## src/rtl/demux2_stream.sv

```systemverilog
// Two-way registered stream demultiplexer: each input beat is steered by in_sel
// into one of two 2-entry FIFOs, each drained by its own valid/ready consumer.
module demux2_stream #(
  parameter int WIDTH = 32,
  parameter int CNT_W = 16
) (
  input  logic             clk,
  input  logic             rst,
  input  logic [WIDTH-1:0] in_data,
  input  logic             in_sel,
  input  logic             in_valid,
  output logic             in_ready,
  output logic [WIDTH-1:0] out0_data,
  output logic             out0_valid,
  input  logic             out0_ready,
  output logic [WIDTH-1:0] out1_data,
  output logic             out1_valid,
  input  logic             out1_ready,
  output logic [CNT_W-1:0] cnt0,
  output logic [CNT_W-1:0] cnt1
);

  logic [WIDTH-1:0] mem   [2][2];
  logic [1:0]       count [2];
  logic [CNT_W-1:0] cnt   [2];
  logic [1:0]       rdp;
  logic [1:0]       wrp;
  logic [1:0]       push;
  logic [1:0]       pop;

  // Acceptance looks only at the selected FIFO's registered count, so a full
  // FIFO is never refilled through a same-cycle pop.
  assign in_ready = !rst && (in_sel ? (count[1] != 2'd2) : (count[0] != 2'd2));

  always_comb begin
    push    = '0;
    pop     = '0;
    push[0] = in_valid && in_ready && !in_sel;
    push[1] = in_valid && in_ready && in_sel;
    pop[0]  = (count[0] != 2'd0) && out0_ready;
    pop[1]  = (count[1] != 2'd0) && out1_ready;
  end

  always_ff @(posedge clk) begin
    if (rst) begin
      for (int k = 0; k < 2; k++) begin
        for (int e = 0; e < 2; e++) begin
          mem[k][e] <= '0;
        end
        count[k] <= '0;
        cnt[k]   <= '0;
      end
      rdp <= '0;
      wrp <= '0;
    end else begin
      for (int k = 0; k < 2; k++) begin
        if (push[k]) begin
          mem[k][wrp[k]] <= in_data;
          wrp[k]         <= ~wrp[k];
        end
        if (pop[k]) begin
          rdp[k] <= ~rdp[k];
          cnt[k] <= cnt[k] + CNT_W'(1);
        end
        case ({push[k], pop[k]})
          2'b10:   count[k] <= count[k] + 2'd1;
          2'b01:   count[k] <= count[k] - 2'd1;
          default: count[k] <= count[k];
        endcase
      end
    end
  end

  assign out0_valid = (count[0] != 2'd0);
  assign out1_valid = (count[1] != 2'd0);
  assign out0_data  = mem[0][rdp[0]];
  assign out1_data  = mem[1][rdp[1]];
  assign cnt0       = cnt[0];
  assign cnt1       = cnt[1];

endmodule

```

## config.mk

```make
export PLATFORM = sky130hd
export DESIGN_NAME = demux2_stream
export DESIGN_NICKNAME = d
export VERILOG_FILES = /design/src/rtl/demux2_stream.sv
export SDC_FILE = /design/constraint.sdc
export NUM_CORES = 1
export LEC_CHECK = 0
export CAP_MARGIN = 30
export CORE_ASPECT_RATIO = 2
export CORE_MARGIN = 2
export CORE_UTILIZATION = 40
export CTS_CLUSTER_SIZE = 30
export DETAILED_ROUTE_END_ITERATION = 12
export DONT_BUFFER_PORTS = 1
export GPL_TIMING_DRIVEN = 0
export MAX_ROUTING_LAYER = met4
export PLACE_DENSITY_LB_ADDON = 0.1
export RECOVER_POWER = 100
export SLEW_MARGIN = 25
export SYNTH_ARGS = -nofsm -noshare
export SYNTH_HDL_FRONTEND = slang
export SYNTH_SLANG_ARGS = --single-unit
```

## constraint.sdc

```tcl
create_clock -name clk -period 6.27 [get_ports clk]
set_input_delay 1.254 -clock clk [delete_from_list [all_inputs] [get_ports clk]]
set_output_delay 1.254 -clock clk [all_outputs]
set_load 0.01 [all_outputs]
```

==> flow_metrics.py, run 1 <==
metrics = {
    "pwr": {
        "ir_drop_mv": 0.177,
        "p_leak_nw": 3.07,
        "cellPowerDensity_nw_per_um2": 323,
        "p_total_w": 0.00284,
    },
    "global_routing": {
        "overflow": 0,
        "antenna_found_initial": 0,
        "grt_pass1_vias": 4899,
        "grt_usage_pct": 18.6,
        "grt_pass1_wl_mm": 27.6,
        "grt_max_degree": 33,
    },
    "clock_tree": {
        "cts_buffers": 17,
        "cts_tree": "done",
        "clockBufferDepth": 2,
        "cts.clk_slew.worst_paths_ps": 60,
        "cts_resized": 0,
        "cts_root_buf": "clkbuf_16",
        "cts_hold_buf": 0,
        "clock_latency_ps": 430,
        "clock-sinks": 168,
        "htree_levels": 4,
        "cts_setup_buffers": 0,
    },
    "sta": {
        "worstMarginPinSlew_ps": 1590,
        "setup_viol": 0,
        "slew_violations": 24,
        "worst_slack_ps": 1930,
        "fmax_mhz": 230,
        "setup_tns_ps": 0,
        "finalCritPeriodShare_pct": 69.2,
        "finalClockSkew_ps": 10.6,
        "period_minus_slack_ps": 4340,
        "rsz0062_at_grt": "false",
        "slew_headroom_pct": -5.80,
        "finalHoldViolCount": 0,
    },
    "place": {
        "place_ws_ps": 2900,
        "gp_congestion": 0.798,
        "dpl_cell_area_um2": 8290,
        "place_hpwl_mm": 12.8,
        "io_buffers": 0,
    },
    "route": {
        "drt_iter0_drc": 142,
        "dr.pass1.iters": 4,
        "vias": 4620,
        "wl_per_cell_um": 21.3,
        "wirelength_mm": 18.6,
        "via_per_inst": 5.30,
        "drtAntennaViolNets": 0,
        "drc": 0,
    },
    "worst_setup_path": {
        "ff2ff_path_depth": 4,
        "critPathBufInv": 1,
        "max_stage_delay_ps": 1020,
        "crit_path_cell_trace": "nand2b_2 -> nor4b_1 -> or2_0 -> clkbuf_1",
        "cp-start-kind": "primary input",
        "slowest_stage": "clkbuf_1",
        "critPathMaxFanout": 19,
        "crit_arrival_ps": 4370,
        "cp.depth": 4,
        "crit_type": "in2reg",
        "cp.required_ps": 6300,
        "end_kind": "register",
        "path_delay_family": "simple AND/OR/NAND/NOR gates",
    },
    "logic_synthesis": {
        "synth_cells": 578,
        "synth-main-ff-cell": "edfxtp_1",
        "synth_fp_nets": 623,
        "yosysWarningCount": 0,
        "syn_avg_cell_area_um2": 13.6,
        "yosysUniqueCellTypes": 38,
        "seq_area_frac_synth_pct": 63.5,
        "synth_edf_count": 164,
        "netlist_area_um2": 7880,
        "ys_ff_latch": 168,
        "synthArstFlopShare_pct": 0,
    },
    "die": {
        "dieArea_um2": 20900,
        "rows": 72,
        "io_pins": 137,
        "die_w_um": 103,
        "core_area_um2": 19400,
        "fp.dieH_um": 203,
        "initial_core_util_pct": 40.7,
    },
    "cells_and_area": {
        "finish.instance_area_um2": 8790,
        "nNetsFinal": 647,
        "antenna_cells": 0,
        "syn_to_final_growth_pct": 11.5,
        "drive_gt1_share_pct": 6.20,
    },
    "worst_hold_path": {
        "min_path_cells": 2,
        "hp-class": "reg2reg",
    },
    "run": {
        "drv_cap": 1,
    },
    "status": {
        "violations": "capacitance limit, slew limit",
        "outcome": "complete, but fails checks",
    },
}
worst reg2reg max path, cell delays in order, from the launching register on:
cell and delay, ps:
edfxtp_1 430, nor2b_2 210, nor4b_1 840, or2_0 970, clkbuf_1 1020
sequential cells by signal (all words and copies together), names as in the netlist:
name   flops
cnt       32
rdp        2
mem      128
wrp        2
count      4
path summary, 6_finish.rpt:
kind / from / end / slack [ps]
hold / removal: wrp[0]$_SDFFE_PP0P_ / wrp[0]$_SDFFE_PP0P_ / 520
setup reg to reg: count[0][1]$_SDFFCE_PN0P_ / mem[0][30]$_SDFFCE_PN0P_ / 2390
hold reg to reg: wrp[0]$_SDFFE_PP0P_ / wrp[0]$_SDFFE_PP0P_ / 520
setup / recovery: rst / mem[0][30]$_SDFFCE_PN0P_ / 1930
layer usage:
metal	vias to the layer above	global-route usage (%)	wire (um)	share of wire, %
met5	-	-	0	0
met4	0	7.52	367	2.0
met3	28	6.02	1230	6.6
met2	150	33.7	10300	55
met1	2273	17.4	6680	36
li1	2169	-	-	-
cell families after synthesis:
family                   Yosys count  synth area share, %
XOR/XNOR                          10                 1.11
multiplexers                      72                 10.2
buffers and inverters             47                 2.44
flip-flops                       168                 63.5
adder cells (fa/ha/maj)            7                 1.11
AO/OA/AOI/OAI                     55                 4.51
AND/OR/NAND/NOR                  219                 17.2
stage by stage:
stage	instances	hold WS (ps)	util (%)
floorplan	578	503	-
global placement	837	518	42.4
detailed placement	840	554	42.8
CTS	870	564	46.1
global route	872	531	45.4
finish	872	522	45.4
where the power goes:
part / switching (W) / total [W] / internal, W
Clock: 0.000432 / 0.00114 / 0.000705
Sequential: 0.0000688 / 0.00139 / 0.00132
Combinational: 0.000205 / 0.000306 / 0.000101
final cells by class:
class	instances	area, um^2
inverter	16	60.1
fill	1770	10600
tap	259	324
timing repair buffer	5	18.8
sequential	168	5000
buffer	31	119
multi-input combinational	363	2630
clock inverter	11	196
clock buffer	19	433
synthesized netlist by cell type (all sizes together), types with 4 or more instances:
cell type | n | area share, %
xnor2 | 6 | 0.67
or2 | 4 | 0.32
o211ai | 8 | 0.76
mux2 | 64 | 9.1
xor2 | 4 | 0.44
edfxtp | 164 | 62
o31ai | 8 | 0.76
nand4 | 7 | 0.64
a211o | 8 | 0.89
dfxtp | 4 | 1.0
a21oi | 16 | 1.0
nand3 | 15 | 0.95
inv | 16 | 0.76
nand2 | 10 | 0.48
buf | 13 | 0.83
nor4 | 11 | 1.3
mux2i | 8 | 1.0
nor2 | 17 | 0.81
or3 | 8 | 0.64
and2 | 129 | 10
o21ai | 12 | 0.76
or4 | 8 | 0.76
ha | 7 | 1.1
clkbuf | 18 | 0.86
placed cells by master, fill, tap and decap left out, drive strengths merged, types with 2 or more instances in the layout:
master | synthesis | final
mux2 | 64 | 64
dfxtp | 4 | 4
mux2i | 8 | 8
o211ai | 8 | 8
nand3 | 15 | 15
edfxtp | 164 | 164
o21ai | 12 | 12
bufinv | 0 | 5
o31ai | 8 | 8
a211o | 8 | 8
or2 | 4 | 4
nor3 | 2 | 2
nor2 | 17 | 17
xor2 | 4 | 4
and2 | 129 | 129
ha | 7 | 7
clkbuf | 18 | 53
buf | 13 | 2
a21oi | 16 | 16
clkinv | 0 | 4
or3 | 8 | 8
xnor2 | 6 | 6
nor2b | 3 | 3
nand2 | 10 | 10
nor4 | 11 | 11
nand2b | 3 | 3
nand4 | 7 | 7
or4 | 8 | 8
inv | 16 | 17
No activity file was read; power rests on OpenSTA's default activity.
==> run 2: changes to the inputs <==
Clock period 6.27 ns to 3.54 ns, I/O delays scaled along.
==> flow_metrics.py, run 2 (synthesized netlist as in run 1, its figures left out) <==
metrics = {
    "cells_and_area": {
        "multiInputGateArea_um2": 2630,
        "finish.instance_area_um2": 8770,
        "post-route-util_pct": 45.3,
        "drive_gt1_share_pct": 6.68,
        "nNetsFinal": 646,
        "largest_reg_flops": 128,
        "fillers": 1821,
        "final_common_cell": "edfxtp_1",
        "syn_to_final_growth_pct": 11.3,
        "top_register": "mem",
        "largest_registers": "mem (128), cnt (32), count (4)",
        "ff_latch_area_um2": 5000,
        "antenna_cells": 0,
        "final_cell_mix": "edfxtp_1, and2_0, mux2_1",
    },
    "die": {
        "dieArea_um2": 20900,
        "rows": 72,
        "fp.dieH_um": 203,
        "core_area_um2": 19400,
        "io_pins": 137,
        "initial_core_util_pct": 40.7,
        "die_w_um": 103,
    },
    "route": {
        "drt_iter0_drc": 167,
        "dr_wl_met3_mm": 1.04,
        "dr.pass1.iters": 4,
        "via_per_inst": 5.23,
        "met1_length_mm": 6.30,
        "drc": 0,
        "drtAntennaViolNets": 0,
        "wirelength_mm": 18.1,
        "vias": 4567,
        "wl_per_cell_um": 20.7,
        "top_layer": "met4",
        "wl_met2_mm": 10.4,
    },
    "pwr": {
        "p_int_w": 0.00351,
        "switching_share_pct": 26.3,
        "power_switching_w": 0.00125,
        "power_frac_seq_pct": 51.7,
        "pwr-share-clk_pct": 36.8,
        "p_leak_nw": 3.05,
        "combPwrFrac_pct": 11.5,
        "ir_drop_mv": 0.314,
        "cellPowerDensity_nw_per_um2": 543,
    },
    "worst_setup_path": {
        "critPathBufInv": 2,
        "crit_arrival_ps": 3020,
        "cp.required_ps": 3660,
        "crit_path_cell_trace": "clkbuf_1 -> nand3_1 -> o21ai_0 -> buf_8",
        "path_delay_family": "compound AO/OA/AOI/OAI gates",
        "end_kind": "register",
        "slowest_stage": "o21ai_0",
        "max_stage_delay_ps": 1560,
        "cp-start-kind": "primary input",
        "crit_type": "in2reg",
        "critPathMaxFanout": 11,
    },
    "clock_tree": {
        "htree_levels": 4,
        "clockBufferDepth": 2,
        "clock_latency_ps": 420,
        "cts_resized": 0,
        "cts_setup_buffers": 0,
        "clock-sinks": 168,
        "cts_tree": "done",
        "cts.clk_slew.worst_paths_ps": 70,
        "cts_hold_buf": 0,
        "cts_root_buf": "clkbuf_16",
        "cts_buffers": 17,
    },
    "global_routing": {
        "grt_pass1_vias": 4969,
        "grt_max_degree": 33,
        "grt_pass1_wl_mm": 27.9,
        "antenna_found_initial": 0,
        "grt_usage_pct": 18.6,
        "overflow": 0,
    },
    "place": {
        "gp_congestion": 0.784,
        "dpl_cell_area_um2": 8280,
        "io_buffers": 0,
        "place_hpwl_mm": 12.8,
    },
    "status": {
        "violations": "capacitance limit, slew limit",
        "outcome": "complete, but fails checks",
    },
    "sta": {
        "fmax_mhz": 344,
        "slew_violations": 26,
        "rsz0062_at_grt": "false",
        "period_minus_slack_ps": 2900,
        "finalCritPeriodShare_pct": 82.0,
        "worstMarginPinSlew_ps": 2020,
        "slew_headroom_pct": -35.8,
        "setup_tns_ps": 0,
        "finalClockSkew_ps": 11.4,
        "finalHoldViolCount": 0,
        "fin_hold_ws_ps": 480,
        "setup_viol": 0,
    },
    "worst_hold_path": {
        "hp-class": "in2reg",
    },
    "run": {
        "drv_cap": 2,
    },
}
-- run 2: cell types whose count changed in the layout (fill, tap and decap cells not counted), sizes merged --
cell      delta
buf          +2
bufinv       -4
clkbuf       -3
clkinv       +6
clkinvlp     -1
inv          +1
-- run 2: worst register-to-register path, cell delays in order (launching register included) --
cell and delay [ps]:
edfxtp_1 430, nor2b_1 210, nor4b_1 950, or2_2 840
-- run 2: per-layer routing --
metal / vias to the layer above / GRT usage (%)
li1: 2161 / -
met1: 2257 / 17.3
met2: 125 / 34.9
met3: 24 / 5.20
met4: 0 / 6.86
met5: - / -
-- run 2: area by class of cell --
cell class                 count  area share [%]
tap                          259            3.70
multi-input combinational    363            30.0
clock buffer                  19            4.94
inverter                      16           0.685
timing repair buffer           4           0.856
clock inverter                13            1.41
buffer                        31            1.34
sequential                   168            57.1
-- run 2: path summary, 6_finish.rpt --
path                                   from                       end  depth (start not counted)  slack, ps
hold / removal                  in_data[14]  mem[1][46]$_SDFFCE_PN0P_                          1        480
setup reg to reg  count[0][1]$_SDFFCE_PN0P_   mem[0][8]$_SDFFCE_PN0P_                          3        690
hold reg to reg         wrp[0]$_SDFFE_PP0P_       wrp[0]$_SDFFE_PP0P_                          2        530
setup / recovery                     in_sel  mem[1][53]$_SDFFCE_PN0P_                          4        640
-- run 2: metrics by stage --
step                setup WS [ps]  std cells  power, W
floorplan                     583        578   0.00292
global placement             -709        837   0.00308
detailed placement            865        840   0.00311
CTS                           717        872   0.00488
global route                  375        873   0.00496
finish                        636        873   0.00476
-- run 2: power by group through the flow --
stage / clock (W) / combinational (W) / sequential [W]
finish: 0.00175 / 0.000547 / 0.00246
global route: 0.00188 / 0.000600 / 0.00248
CTS: 0.00180 / 0.000606 / 0.00247
detailed placement: 0 / 0.000602 / 0.00251
global placement: 0 / 0.000579 / 0.00251
floorplan: 0 / 0.000447 / 0.00247
==> run 3: changes to the inputs <==
Clock period 3.54 ns to 2.5 ns, I/O delays scaled along.
==> flow_metrics.py, run 3 (synthesized netlist as in run 1, its figures left out) <==
metrics = {
    "status": {
        "outcome": "finished clean",
    },
    "worst_setup_path": {
        "cp-start-kind": "register",
        "end_kind": "register",
        "crit_arrival_ps": 2410,
        "slowest_stage": "clkbuf_4",
        "crit_path_cell_trace": "nor2b_2 -> or4_1 -> nand2_1 -> clkbuf_4",
        "cp.required_ps": 2580,
        "crit_type": "reg2reg",
        "reg2reg_from": "count[0][1]$_SDFFCE_PN0P_",
        "critPathMaxFanout": 24,
        "startpoint": "count[0][1]$_SDFFCE_PN0P_",
        "max_stage_delay_ps": 510,
    },
    "die": {
        "dieArea_um2": 20900,
        "io_pins": 137,
        "core_area_um2": 19400,
        "initial_core_util_pct": 40.7,
        "die_w_um": 103,
        "rows": 72,
        "fp.dieH_um": 203,
    },
    "clock_tree": {
        "cts_tree": "done",
        "cts_setup_buffers": 0,
        "clockBufferDepth": 2,
        "cts_root_buf": "clkbuf_16",
        "cts.clk_slew.worst_paths_ps": 70,
        "clock-sinks": 168,
        "htree_levels": 4,
        "cts_buffers": 17,
        "cts_hold_buf": 0,
        "clock_latency_ps": 420,
    },
    "worst_hold_path": {
        "hp-start": "in_data[29]",
        "hp-class": "in2reg",
    },
    "sta": {
        "finalClockSkew_ps": 9.59,
        "slew_violations": 0,
        "fin_hold_ws_ps": 267,
        "slew_headroom_pct": 25.0,
        "finalCritPeriodShare_pct": 93.3,
        "worstMarginPinSlew_ps": 1130,
        "period_minus_slack_ps": 2330,
        "setup_tns_ps": 0,
        "rsz0062_at_grt": "false",
        "finalHoldViolCount": 0,
        "fmax_mhz": 429,
        "setup_viol": 0,
    },
    "global_routing": {
        "grt_pass1_wl_mm": 28.0,
        "grt_pass1_vias": 4965,
        "antenna_found_initial": 0,
        "grt_usage_pct": 18.7,
        "overflow": 0,
        "grt_max_degree": 33,
    },
    "route": {
        "drc": 0,
        "drt_iter0_drc": 167,
        "wirelength_mm": 18.2,
        "via_per_inst": 5.26,
        "dr.pass1.iters": 4,
        "wl_met2_mm": 10.3,
        "wl_per_cell_um": 20.9,
        "vias": 4579,
        "top_layer": "met4",
        "dr_wl_met3_mm": 1.09,
        "met1_length_mm": 6.35,
        "drtAntennaViolNets": 0,
    },
    "place": {
        "place_hpwl_mm": 12.7,
        "gp_congestion": 0.778,
        "dpl_cell_area_um2": 8270,
        "io_buffers": 0,
    },
    "run": {
        "drv_cap": 0,
    },
    "cells_and_area": {
        "top_register": "mem",
        "nNetsFinal": 644,
        "syn_to_final_growth_pct": 11.1,
        "finish.instance_area_um2": 8760,
        "fillers": 1796,
        "largest_registers": "mem (128), cnt (32), count (4)",
        "final_common_cell": "edfxtp_1",
        "final_cell_mix": "edfxtp_1, and2_0, mux2_1",
        "drive_gt1_share_pct": 8.99,
        "largest_reg_flops": 128,
        "antenna_cells": 0,
    },
    "pwr": {
        "cellPowerDensity_nw_per_um2": 770,
        "ir_drop_mv": 0.459,
        "p_leak_nw": 3.07,
        "p_total_w": 0.00674,
    },
}
==> run 3: what timing repair did <==
item / 4_1_cts / 5_1_grt
resized for setup: 3 / 2
setup endpoints to repair: 30 / 1
gates cloned: 0 / 0
==> run 3: area by class of cell <==
class	count	area [um^2]	area share (%)
Buffer	31	129	1.47
Clock buffer	18	429	4.90
Clock inverter	14	123	1.40
Inverter	16	60.1	0.686
Multi-Input combinational cell	363	2650	30.3
Sequential cell	168	5000	57.2
Tap cell	259	324	3.70
Timing Repair Buffer	2	35.0	0.400
==> run 3: through the flow <==
stage	setup slack (ps)	utilization (%)	cells
3_5_place_dp	16.0	42.7	839
2_1_floorplan	130	-	578
3_3_place_gp	-528	42.4	837
5_1_grt	46.8	45.2	871
6_report	166	45.2	871
4_1_cts	145	45.5	871
==> run 3: path summary, 6_finish.rpt <==
check | endpoint | slack, ps | depth (start not counted)
hold / removal | mem[1][61]$_SDFFCE_PN0P_ | 270 | 1
hold reg to reg | wrp[0]$_SDFFE_PP0P_ | 510 | 2
setup / recovery | mem[0][53]$_SDFFCE_PN0P_ | 170 | 4
setup reg to reg | mem[0][53]$_SDFFCE_PN0P_ | 170 | 4
==> run 3: routing by layer <==
layer	up-vias	global-route usage (%)
met2	126	34.0
li1	2167	-
met1	2269	18.1
met3	17	5.99
met5	-	-
met4	0	6.34
==> run 3: where the power goes <==
part	total, W	switching, W	leakage [nW]	internal, W
registers	0.00349	0.000172	1.75	0.00332
clock network	0.00247	0.00118	0.265	0.00130
logic	0.000778	0.000513	1.06	0.000265
==> run 3: critical path: cells and delay by family (launching register included) <==
kind / cells / cell delay, ps
AND/OR/NAND/NOR: 3 / 1030
buffers and inverters: 1 / 510
flip-flops: 1 / 430
